==> src/rtl/jtag_master_if.sv <==
// jtag_master_if: command/response bundle between the debug
// command path (master) and jtag_master (slave).
interface jtag_master_if #(
   parameter int MAX_LEN = 32,
   parameter int LEN_W   = $clog2(MAX_LEN+1)
) ();
   logic               cmd_valid_i;
   logic               cmd_ready_o;
   logic [1:0]         cmd_op_i;
   logic [LEN_W-1:0]   cmd_len_i;
   logic [MAX_LEN-1:0] cmd_data_i;
   logic               rsp_valid_o;
   logic [MAX_LEN-1:0] rsp_data_o;
   logic               busy_o;

   modport master (
      output cmd_valid_i, cmd_op_i, cmd_len_i, cmd_data_i,
      input  cmd_ready_o, rsp_valid_o, rsp_data_o, busy_o
   );

   modport slave (
      input  cmd_valid_i, cmd_op_i, cmd_len_i, cmd_data_i,
      output cmd_ready_o, rsp_valid_o, rsp_data_o, busy_o
   );
endinterface

==> src/rtl/jtag_master.sv <==
// jtag_master: walks the target TAP through reset/IR/DR/idle steps.
// Define JTAG_CAPTURE_STATE_EN to add the Capture-xR step per scan.
module jtag_master #(
   parameter int TCK_DIV = 4,
   parameter int MAX_LEN = 32,
   parameter int LEN_W   = $clog2(MAX_LEN+1)
) (
   input  logic         clk_i,
   input  logic         rst_ni,
   jtag_master_if.slave bus,
   output logic         tck_o,
   output logic         tms_o,
   output logic         tdi_o,
   output logic         trst_o,
   input  logic         tdo_i
);

   localparam int CNT_W = (TCK_DIV > 1) ? $clog2(2*TCK_DIV) : 1;
   localparam int IDX_W = (MAX_LEN > 8) ? $clog2(MAX_LEN) : 3;
`ifdef JTAG_CAPTURE_STATE_EN
   localparam int PRE_STEPS = 2;
`else
   localparam int PRE_STEPS = 1;
`endif

   localparam logic [1:0] OP_RESET = 2'b00;
   localparam logic [1:0] OP_IR    = 2'b01;
   localparam logic [1:0] OP_RUN   = 2'b11;

   typedef enum logic [3:0] {
      BOOT_RST, IDLE, TLR, SEL_DR, SEL_IR, CAPTURE,
      SHIFT, EXIT1, UPDATE, RTI_RET, RUN, DONE
   } state_e;

   state_e             state_q, state_d;
   logic [CNT_W-1:0]   cnt_q, cnt_d;
   logic [IDX_W-1:0]   idx_q, idx_d;
   logic [1:0]         op_q, op_d;
   logic [LEN_W-1:0]   len_q, len_d;
   logic [MAX_LEN-1:0] data_q, data_d;
   logic [MAX_LEN-1:0] cap_q, cap_d;
   logic [MAX_LEN-1:0] rsp_q, rsp_d;
   logic               rsp_valid_q, rsp_valid_d;
   logic               boot_q, boot_d;
   logic               tck_q, tck_d;
   logic               tms_q, tms_d;
   logic               tdi_q, tdi_d;
   logic               trst_q, trst_d;
   logic               step, step_end, last;

   always_comb begin
      state_d     = state_q;
      cnt_d       = cnt_q;
      idx_d       = idx_q;
      op_d        = op_q;
      len_d       = len_q;
      data_d      = data_q;
      cap_d       = cap_q;
      rsp_d       = rsp_q;
      rsp_valid_d = 1'b0;
      boot_d      = boot_q;
      tck_d       = tck_q;
      step        = !(state_q inside {IDLE, DONE});
      step_end    = step && (cnt_q == CNT_W'(2*TCK_DIV-1));
      last        = (LEN_W'(idx_q) == len_q - LEN_W'(1));

      // Each step: TCK low for TCK_DIV cycles, then high.
      if (step) begin
         if (step_end) begin
            cnt_d = '0;
            tck_d = 1'b0;
         end else begin
            cnt_d = cnt_q + CNT_W'(1);
            if (cnt_q == CNT_W'(TCK_DIV-1)) tck_d = 1'b1;
         end
      end

      unique case (state_q)
         IDLE: if (bus.cmd_valid_i) begin
            op_d   = bus.cmd_op_i;
            len_d  = (bus.cmd_len_i > LEN_W'(MAX_LEN)) ?
                     LEN_W'(MAX_LEN) : bus.cmd_len_i;
            data_d = bus.cmd_data_i;
            cap_d  = '0;
            idx_d  = '0;
            cnt_d  = '0;
            tck_d  = 1'b0;
            if (op_d == OP_RESET)   state_d = TLR;
            else if (len_d == '0)   state_d = DONE;
            else if (op_d == OP_RUN) state_d = RUN;
            else                    state_d = SEL_DR;
         end
         BOOT_RST, TLR: if (step_end) begin
            if (idx_q == IDX_W'(4)) begin
               state_d = RTI_RET;
               idx_d   = '0;
            end else begin
               idx_d = idx_q + IDX_W'(1);
            end
         end
         RTI_RET: if (step_end) state_d = DONE;
         SEL_DR: if (step_end)
            state_d = (op_q == OP_IR) ? SEL_IR : CAPTURE;
         SEL_IR: if (step_end) state_d = CAPTURE;
         CAPTURE: if (step_end) begin
            if (idx_q == IDX_W'(PRE_STEPS-1)) begin
               state_d = SHIFT;
               idx_d   = '0;
            end else begin
               idx_d = idx_q + IDX_W'(1);
            end
         end
         SHIFT: if (step_end) begin
            cap_d[idx_q] = tdo_i;
            if (last) begin
               state_d = EXIT1;
               idx_d   = '0;
            end else begin
               idx_d = idx_q + IDX_W'(1);
            end
         end
         EXIT1:  if (step_end) state_d = UPDATE;
         UPDATE: if (step_end) state_d = DONE;
         RUN: if (step_end) begin
            if (last) state_d = DONE;
            else      idx_d   = idx_q + IDX_W'(1);
         end
         DONE: begin
            state_d     = IDLE;
            rsp_valid_d = !boot_q;
            if (!boot_q) rsp_d = cap_q;
            boot_d      = 1'b0;
         end
         default: state_d = BOOT_RST;
      endcase

      // Pins follow the step about to run, so they change with it.
      tms_d  = 1'b0;
      tdi_d  = 1'b0;
      trst_d = 1'b0;
      unique case (state_d)
         BOOT_RST, TLR: begin
            tms_d  = 1'b1;
            trst_d = 1'b1;
         end
         SEL_DR, SEL_IR, EXIT1: tms_d = 1'b1;
         SHIFT: begin
            tms_d = (LEN_W'(idx_d) == len_d - LEN_W'(1));
            tdi_d = data_d[idx_d];
         end
         default: ;
      endcase
   end

   always_ff @(posedge clk_i or negedge rst_ni) begin
      if (!rst_ni) begin
         state_q     <= BOOT_RST;
         cnt_q       <= '0;
         idx_q       <= '0;
         op_q        <= OP_RESET;
         len_q       <= '0;
         data_q      <= '0;
         cap_q       <= '0;
         rsp_q       <= '0;
         rsp_valid_q <= 1'b0;
         boot_q      <= 1'b1;
         tck_q       <= 1'b0;
         tms_q       <= 1'b1;
         tdi_q       <= 1'b0;
         trst_q      <= 1'b1;
      end else begin
         state_q     <= state_d;
         cnt_q       <= cnt_d;
         idx_q       <= idx_d;
         op_q        <= op_d;
         len_q       <= len_d;
         data_q      <= data_d;
         cap_q       <= cap_d;
         rsp_q       <= rsp_d;
         rsp_valid_q <= rsp_valid_d;
         boot_q      <= boot_d;
         tck_q       <= tck_d;
         tms_q       <= tms_d;
         tdi_q       <= tdi_d;
         trst_q      <= trst_d;
      end
   end

   assign bus.cmd_ready_o = (state_q == IDLE);
   assign bus.busy_o      = (state_q != IDLE);
   assign bus.rsp_valid_o = rsp_valid_q;
   assign bus.rsp_data_o  = rsp_q;
   assign tck_o           = tck_q;
   assign tms_o           = tms_q;
   assign tdi_o           = tdi_q;
   assign trst_o          = trst_q;

endmodule

==> src/flat_wrapper.sv <==
// flat-port wrapper written by rule: the top's interface ports become plain ports
module jtag_master_flat 
#(
   parameter int TCK_DIV = 4,
   parameter int MAX_LEN = 32,
   parameter int LEN_W   = $clog2(MAX_LEN+1)
)
  (clk_i, rst_ni, tck_o, tms_o, tdi_o, trst_o, tdo_i, bus_cmd_valid_i, bus_cmd_op_i, bus_cmd_len_i, bus_cmd_data_i, bus_cmd_ready_o, bus_rsp_valid_o, bus_rsp_data_o, bus_busy_o);
  jtag_master_if #(.MAX_LEN(MAX_LEN), .LEN_W(LEN_W)) bus_i ();
  input  logic clk_i;
  input  logic rst_ni;
  output logic tck_o;
  output logic tms_o;
  output logic tdi_o;
  output logic trst_o;
  input  logic tdo_i;
  input wire logic [$bits(bus_i.cmd_valid_i)-1:0] bus_cmd_valid_i;
  input wire logic [$bits(bus_i.cmd_op_i)-1:0] bus_cmd_op_i;
  input wire logic [$bits(bus_i.cmd_len_i)-1:0] bus_cmd_len_i;
  input wire logic [$bits(bus_i.cmd_data_i)-1:0] bus_cmd_data_i;
  output wire logic [$bits(bus_i.cmd_ready_o)-1:0] bus_cmd_ready_o;
  output wire logic [$bits(bus_i.rsp_valid_o)-1:0] bus_rsp_valid_o;
  output wire logic [$bits(bus_i.rsp_data_o)-1:0] bus_rsp_data_o;
  output wire logic [$bits(bus_i.busy_o)-1:0] bus_busy_o;
  assign bus_i.cmd_valid_i = bus_cmd_valid_i;
  assign bus_i.cmd_op_i = bus_cmd_op_i;
  assign bus_i.cmd_len_i = bus_cmd_len_i;
  assign bus_i.cmd_data_i = bus_cmd_data_i;
  assign bus_cmd_ready_o = bus_i.cmd_ready_o;
  assign bus_rsp_valid_o = bus_i.rsp_valid_o;
  assign bus_rsp_data_o = bus_i.rsp_data_o;
  assign bus_busy_o = bus_i.busy_o;
  jtag_master #(.TCK_DIV(TCK_DIV), .MAX_LEN(MAX_LEN), .LEN_W(LEN_W)) u_core (.clk_i(clk_i), .rst_ni(rst_ni), .bus(bus_i), .tck_o(tck_o), .tms_o(tms_o), .tdi_o(tdi_o), .trst_o(trst_o), .tdo_i(tdo_i));
endmodule
==> config.mk <==
export PLATFORM = sky130hd
export DESIGN_NAME = jtag_master_flat
export DESIGN_NICKNAME = d
export VERILOG_FILES = /design/src/rtl/jtag_master_if.sv /design/src/rtl/jtag_master.sv /design/src/flat_wrapper.sv
export SDC_FILE = /design/constraint.sdc
export NUM_CORES = 1
export LEC_CHECK = 0
export CORE_MARGIN = 1.5
export CORE_UTILIZATION = 54
export CTS_CLUSTER_SIZE = 30
export DETAILED_ROUTE_END_ITERATION = 6
export PLACE_DENSITY = 0.76
export SYNTH_ARGS = -nofsm -noshare
export SYNTH_HDL_FRONTEND = slang
export SYNTH_SLANG_ARGS = --single-unit
==> constraint.sdc <==
create_clock -name clk_i -period 4 [get_ports clk_i]
set_input_delay 1.2 -clock clk_i [delete_from_list [all_inputs] [get_ports clk_i]]
set_output_delay 1.2 -clock clk_i [all_outputs]
set_load 0.02 [all_outputs]
Yosys cells after proc, flatten, opt, wreduce, memory -nomap -nowiden
Index checks and enable logic that the tools add are counted.
- logic and storage cells: 121
- register bits: 122
- input bits: 44
- output and inout bits: 39
- eq/ne operators: 26
- reduce and logical (&&, ||, !) cells: 18
- mux-type cells: 54
- bitwise gates (word level): 1
- add/sub/neg operators: 4
- order comparisons: 4
- operators by type and width (cell ; number):
    $mux 32 ; 4
    $mux 4 ; 16
    $pmux 32 s2 ; 1
    $mux 5 ; 9
    $pmux 4 s10 ; 1
    $bwmux 32 ; 1
    $eq 4x3->1 const B ; 7
    $pmux 5 s5 ; 1
    $mux 6 ; 3
    $eq 4x2->1 const B ; 4
    $eq 4x4->1 const B ; 4
    $eq 5x6->1 ; 2
    $lt 5x6->1 const B ; 2
    $mux 3 ; 4
    $sub 6x1->6 const B ; 2
    $mux 1 ; 11
    $logic_not 4->1 ; 2
    $gt 6x6->1 const B ; 1
    $logic_not 6->1 ; 1
    $reduce_or 2->1 ; 3
    $add 5x1->5 const B ; 1
    $bmux 1 s5 ; 1
    $demux 1 s5 ; 1
    $eq 5x3->1 const B ; 1
    other kinds (20) ; 24

Longest topological paths before layout
Gate-level depths: netlist of run 1.
- depth in word-level cells: 10
- depth in mapped cells: 17
- gate-level depth less buffers: 16

Least setup slack after synthesis of run 1
Ideal clock, no wire load.
- kind: reg-to-reg
- from: reg u_core.len_q[1]
- to: reg u_core.tdi_q, in the netlist u_core.tdi_o
- arrival time: 3371 ps
- library setup time: 69 ps
- stages on the path, launching flop included: 16
- clock period less this slack: 3441 ps
- path buffers: 1
- path slack: 559 ps
- required time: 3931 ps
- path through: dfrtp_1 or3_4 o31a_1 a211oi_2 nand2_1 ha_1 a2bb2oi_1 nor3_1 a211oi_4 buf_6 mux2i_1 mux2i_1 mux2i_1 a211o_1 mux2_2 nor2_2
- longest elaborated chain between the ends: 8
- elaborated cells between the ends (all ways): 16
- classes of those cells: add/sub: 1; eq/ne: 2; mux: 13
- ends and longest elaborated chain (element ; RTL line ; text):
    start, declared ; jtag_master.sv:39 ; logic [LEN_W-1:0] len_q, len_d;
    start signal, assigned ; jtag_master.sv:176 ; len_q <= len_d;
    $sub 6x1->6 * ; jtag_master.sv:65 ; last = (LEN_W'(idx_q) == len_q - LEN_W'(1));
    $eq 5x6->1 * ; jtag_master.sv:65 ;
    $mux 5, on equally long branches ; jtag_master.sv:125, jtag_master.sv:115 ;
    $mux 5, on equally long branches ; jtag_master.sv:124, jtag_master.sv:113 ;
    $pmux 5 s5 ; jtag_master.sv:78 ; unique case (state_q)
    $bmux 1 s5 ; jtag_master.sv:149 ; tdi_d = data_d[idx_d];
    $mux 1 (not written as such) ; jtag_master.sv:149 ;
    $mux 1 * ; jtag_master.sv:141 ; unique case (state_d)
    net u_core.tdi_d ; jtag_master.sv:47 ; logic tdi_q, tdi_d;
    end signal, assigned ; jtag_master.sv:184 ; tdi_q <= tdi_d;
    end, declared ; jtag_master.sv:47 ;
Mark *: on every way through the listed nets, which the timed path passes. The rest lies on a longest branch. The select of a mux whose other input is x is not followed.
A chain may end at the register's enable or synchronous reset.

Worst setup path in the final report of run 1
- from: reg u_core.len_q[1]
- to: reg u_core.tdi_q, in the netlist u_core.tdi_o
- longest elaborated chain between the ends: 8
- elaborated cells between the ends (all ways): 16
- classes of those cells: add/sub: 1; eq/ne: 2; mux: 13
- ends and longest elaborated chain (element ; RTL line ; text):
    $sub 6x1->6 * ; jtag_master.sv:65 ;
    $eq 5x6->1 * ; jtag_master.sv:65 ;
    $mux 5, on equally long branches ; jtag_master.sv:125, jtag_master.sv:115 ;
    $mux 5, on equally long branches ; jtag_master.sv:124, jtag_master.sv:113 ;
    $pmux 5 s5 * ; jtag_master.sv:78 ;
    net u_core.idx_d[0] ; jtag_master.sv:37 ; logic [IDX_W-1:0] idx_q, idx_d;
    $bmux 1 s5 * ; jtag_master.sv:149 ;
    $mux 1 (not written as such) * ; jtag_master.sv:149 ;
    $mux 1 * ; jtag_master.sv:141 ;
    net u_core.tdi_d ; jtag_master.sv:47 ;
Marked as above.

==> impl_metrics.ini, run 1 <==
[yosys]
synthFlopType = dfrtp_1
ys_ff_latch = 122
synth_cells = 658
synth_common_cells = 139 x nand2_1, 119 x dfrtp_1, 68 x o21ai_0, 39 x a21oi_1, 35 x mux2_2
yosysMostFrequentCell = nand2_1
synth_area_leader_cell = dfrtp_1
syn_area_per_cell_um2 = 9.49
synth_async_sr_flop_share = 1.00
yosysSeqAreaShare = 0.489
synth_edf_count = 0
synth_nets = 712
synthDistinctLibCells = 62
yosysTopAreaCellShare = 0.477
ys.warnings.count = 0
syn_area_mm2 = 0.00625
synth.area.top_cells = dfrtp_1 48%, nand2_1 8.4%, mux2_2 6.3%

[clock_tree]
h-tree-depth = 4
post-cts-setup-buffer-count = 0
ctsResizeCount = 0
tritoncts = built
ctsRootBufferMaster = clkbuf_16
insertion_delay_ps = 420
clkTransAtPathRegs_ps = 60
cts_buffers = 17
cts_sinks = 122
cts_hold_buf = 0
clk_path_buf_depth = 2

[placement]
place_inst = 866
dpl-instance-area_mm2 = 0.00727
io_buffers = 82
post-dp-hpwl_um = 10200
gp_congestion = 0.897

[timing]
tns_ps = 0
clock_skew_ps = 6.48
finalSetupViolCount = 0
rsz0062_at_grt = false
hold_violations = 0
worstMarginPinSlew_ps = 892
slew_headroom = 0.398
drv_slew = 0
period_needed_ps = 3820
fin_crit_sh = 0.954
max_freq_mhz = 262

[drt]
vias = 5185
drt_iter0_markers = 338
viasPerCell = 5.77
wl_per_cell_um = 16.6
ant_nets = 0
wl_um = 14900
drcViolationCount = 0
dr.pass1.iters = 5

[min_path]
hold_path.class = reg -> reg
min-delay-start = u_core.boot_q
min_path_cells = 1

[floorplanning]
core_mm2 = 0.0114
start_util = 0.549
fp-row-count = 39
io_pins = 83
die_h_um = 111
die_w_um = 111
die-area_mm2 = 0.0122

[global_routing]
gr-total-overflow = 0
antenna_found_initial = 0
grt_first_pass_wirelength_um = 24900
grt_max_degree = 55
grt_usage = 0.254
grt_pass1_vias = 5147

[critical_path]
setup.worst_path.start = u_core.len_q[1]
r2r_start = u_core.len_q[1]
slowest_stage = mux4_2
crit_chain = or3_4 > o31a_1 > a211oi_4 > nand2_1 > ha_1 > a2bb2oi_1 > nor3_2 > a211oi_4 > buf_12 > inv_2 > mux4_2 > nor3b_1 > a211o_1 > mux2_2 > nor2_2
cp_common_cell = a211oi_4
cp_max_fo = 15
worst-setup-path-type = reg -> reg
reg2reg_slack_ps = 180
worst_setup_path_start_kind = flop
endpoint_kind = flop
critical_path_required_ps = 4300
cp.depth = 15
max_stage_delay_ps = 440
critical_path.top_delay_family = compound AO/OA/AOI/OAI gates
critPathArrivalTime_ps = 4120
rr_worst_depth = 15
path_buf_inv = 2

[final_layout]
nets = 796
regArea_mm2 = 0.00306
final_cell_count_no_fill = 898
diodes = 0
final_area_mm2 = 0.00786
multi_input_area_mm2 = 0.00294
drive_gt1_frac = 0.142
syn2layout_area_growth_pct = 25.8
nFillCells = 885

[pwr]
power_density_mw_per_mm2 = 355
power.total_mw = 2.79
p_leak_nw = 3.72
peakVddDrop_v = 0.000226

[flow_run]
drv_cap = 0

[status]
outcome = complete, no violations
[power breakdown]
group | total, mW | internal (mW) | switching (mW)
clock | 1.48 | 0.921 | 0.556
combinational | 0.0775 | 0.0420 | 0.0354
sequential | 1.24 | 1.24 | 0
[worst paths after layout]
check                                               to
max in group asynchronous                u_core.trst_o
worst min register to register           u_core.boot_q
worst min-delay path                     u_core.boot_q
min in group asynchronous       u_core.bus.rsp_valid_o
worst max-delay path                      u_core.tdi_o
worst max register to register            u_core.tdi_o
[layout make-up]
cell class	count	share of cell area
Sequential cell	122	0.389
Tap cell	143	0.0228
Timing Repair Buffer	103	0.129
Clock buffer	23	0.0621
Clock inverter	9	0.0113
Multi-Input combinational cell	475	0.374
Inverter	23	0.0116
[worst register-to-register path, delay by kind of cell (launching register included)]
kind	cells	cell delay [ps]
flip-flops	1	410
AO/OA/AOI/OAI	5	1160
adder cells (fa/ha/maj)	1	320
buffers and inverters	2	290
multiplexers	2	590
AND/OR/NAND/NOR	5	950
[logic make-up (layout without fill, tap and decap cells)]
logic type,Yosys count,after routing,synth area share
DFF,122,122,0.489
and+or+nand+nor,236,236,0.169
xor gates and xnor gates,14,14,0.0196
adders and majority gates,11,11,0.0216
muxes,61,61,0.109
buffers and inverters,61,158,0.0427
AOI/OAI and AO/OA,153,153,0.149
[per-stage QoR]
| step | hold slack, ps | setup slack [ps] | utilization |
|---|---|---|---|
| floorplan | 436 | 559 | - |
| global placement | 452 | 149 | 0.639 |
| detailed placement | 458 | 83.2 | 0.639 |
| CTS | 467 | 35.9 | 0.690 |
| global route | 484 | 24.4 | 0.691 |
| finish | 463 | 184 | 0.691 |
[layout by cell type (no fill, tap or decap), types with 5 or more instances in the layout]
master,instances
and2_1,5
dfrtp_1,119
clkbuf_16,17
nand3_1,12
xor2_1,8
nor2_1,32
nand3b_1,5
nand2b_1,13
nor3b_1,5
mux2_2,35
clkdlybuf4s50_1,81
a21oi_1,39
a31oi_1,6
nor3_1,8
nand2_1,139
xnor2_1,6
mux2i_1,24
o21a_1,5
nor2b_1,5
o21ai_0,68
inv_1,21
buf_4,19
ha_1,10
[layer usage]
metal	global-route usage	wire length, um	part of all wire
met2	0.420	7540	0.50
met1	0.316	6440	0.43
met3	0.0582	650	0.043
met4	0.121	311	0.021
met5	0	0	0
[state kept, by name, summed over array words and instances, names as in the netlist]
signal and cells:
u_core.bus.rsp_data_o 32, u_core.cap_q 32, u_core.data_q 32, u_core.len_q 6, u_core.idx_q 5, u_core.state_q 4
u_core.cnt_q 3, u_core.op_q 2, u_core.boot_q 1, u_core.bus.rsp_valid_o 1, u_core.tck_o 1, u_core.tdi_o 1
u_core.tms_o 1, u_core.trst_o 1
Power figures use the tool's default switching activity.
==> run 2, diff against run 1 <==
SKIP_CTS_REPAIR_TIMING = 1   (was not set)
==> results of run 2 <==
No change in the layout: final DEF, timing and power equal those of run 1.
==> run 3, diff against run 2 <==
CAP_MARGIN = 40   (was not set)
SLEW_MARGIN = 20   (was not set)
==> impl_metrics.ini, run 3 (synthesized netlist as in run 1, its figures left out) <==
[timing]
hold_ws_ps = 463
period_needed_ps = 3800
drv_slew = 0
finalSetupViolCount = 0
worstMarginPinSlew_ps = 675
max_freq_mhz = 263
rsz0062_at_grt = false
fin_crit_sh = 0.950
hold_violations = 0
clock_skew_ps = 5.18
tns_ps = 0
fin_ws_ps = 201
slew_headroom = 0.550

[min_path]
min_path_cells = 1
hold_path.class = reg -> reg
min_to = u_core.boot_q
min-delay-start = u_core.boot_q

[placement]
gp_congestion = 0.897
post-dp-hpwl_um = 10300
dp_slack_ps = 95.4
io_buffers = 82
dpl-instance-area_mm2 = 0.00727

[critical_path]
critPathArrivalTime_ps = 4090
rr_worst_depth = 15
r2r_end = u_core.tdi_o
path_buf_inv = 2
worst-setup-path-type = reg -> reg
cp_max_fo = 15
critical_path_required_ps = 4290
crit_chain = or3_4 > o31a_1 > a211oi_2 > nand2_1 > ha_1 > a2bb2oi_1 > nor3_2 > a211oi_4 > buf_12 > inv_2 > mux4_2 > nor3b_1 > a211o_1 > mux2_2 > nor2_2
critical_path.top_delay_family = compound AO/OA/AOI/OAI gates
r2r_start = u_core.len_q[1]
worst_setup_path_start_kind = flop
max_stage_delay_ps = 430
slowest_stage = or3_4
reg2reg_slack_ps = 200
endpoint_kind = flop

[drt]
dr.pass1.iters = 7
vias = 5210
wl_per_cell_um = 16.9
ant_nets = 0
drcViolationCount = 1
drt_iter0_markers = 305
viasPerCell = 5.80
wl_um = 15200

[global_routing]
grt_pass1_vias = 5478
gr-total-overflow = 0
grt_first_pass_wirelength_um = 25700
antenna_found_initial = 0
grt_usage = 0.259
grt_max_degree = 55

[floorplanning]
core_mm2 = 0.0114
start_util = 0.549
die_w_um = 111
die_h_um = 111
io_pins = 83
fp-row-count = 39
die-area_mm2 = 0.0122

[clock_tree]
cts_buffers = 17
cts_sinks = 122
clkTransAtPathRegs_ps = 50
ctsRootBufferMaster = clkbuf_16
insertion_delay_ps = 410
h-tree-depth = 4
tritoncts = built
clk_path_buf_depth = 2

[pwr]
p_leak_nw = 3.75
power.total_mw = 2.93
peakVddDrop_v = 0.000223
power_density_mw_per_mm2 = 370

[final_layout]
nets = 797
mostFrequentLayoutCell = nand2_1
layout_common_cells = 139 x nand2_1, 119 x dfrtp_1, 81 x clkdlybuf4s50_1, 68 x o21ai_0, 39 x a21oi_1
final_area_mm2 = 0.00791
drive_gt1_frac = 0.143
diodes = 0
syn2layout_area_growth_pct = 26.6

[status]
outcome = finished, violations left
violations = design-rule violations

[flow_run]
drv_cap = 0
run 3: how the worst max path moves through the flow:
stage / cells after the start / slack (ps) / endpoint / startpoint
after floorplan: 15 / 560 / u_core.tdi_o / u_core.len_q[1]
after global placement: 11 / 150 / u_core.tms_o / bus_cmd_valid_i
after detailed placement: 15 / 100 / u_core.tdi_o / u_core.len_q[1]
after CTS: 15 / 80 / u_core.tdi_o / u_core.len_q[1]
after global routing: 15 / 10 / u_core.tdi_o / u_core.len_q[1]
final: 15 / 200 / u_core.tdi_o / u_core.len_q[1]
run 3: per-stage QoR:
step                      std cells  utilization
final                           899        0.696
after global routing            899        0.696
after CTS                       899        0.695
after detailed placement        867        0.640
after global placement          866        0.639
after floorplan                 658            -
run 3: cell type report:
class                      instances  area [um^2]
clock inverter                    11          168
tap                              143          179
sequential                       122         3060
inverter                          23         91.3
clock buffer                      21          460
timing repair buffer             104         1020
multi-input combinational        475         2940
fill                             875         3460
run 3: metal layers:
metal  global-route usage  vias up  part of all wire
met1                0.313     2534              0.42
met3               0.0604       40             0.049
met2                0.435      198              0.50
met4                0.130        0             0.031
met5                    0        -                 0
li1                     -     2438                 -
run 3: power breakdown:
| group | total (mW) | switching (mW) | leakage [nW] | internal, mW |
|---|---|---|---|---|
| combinational | 0.0772 | 0.0352 | 1.78 | 0.0420 |
| clock | 1.62 | 0.541 | 0.303 | 1.07 |
| sequential | 1.24 | 0 | 1.66 | 1.24 |
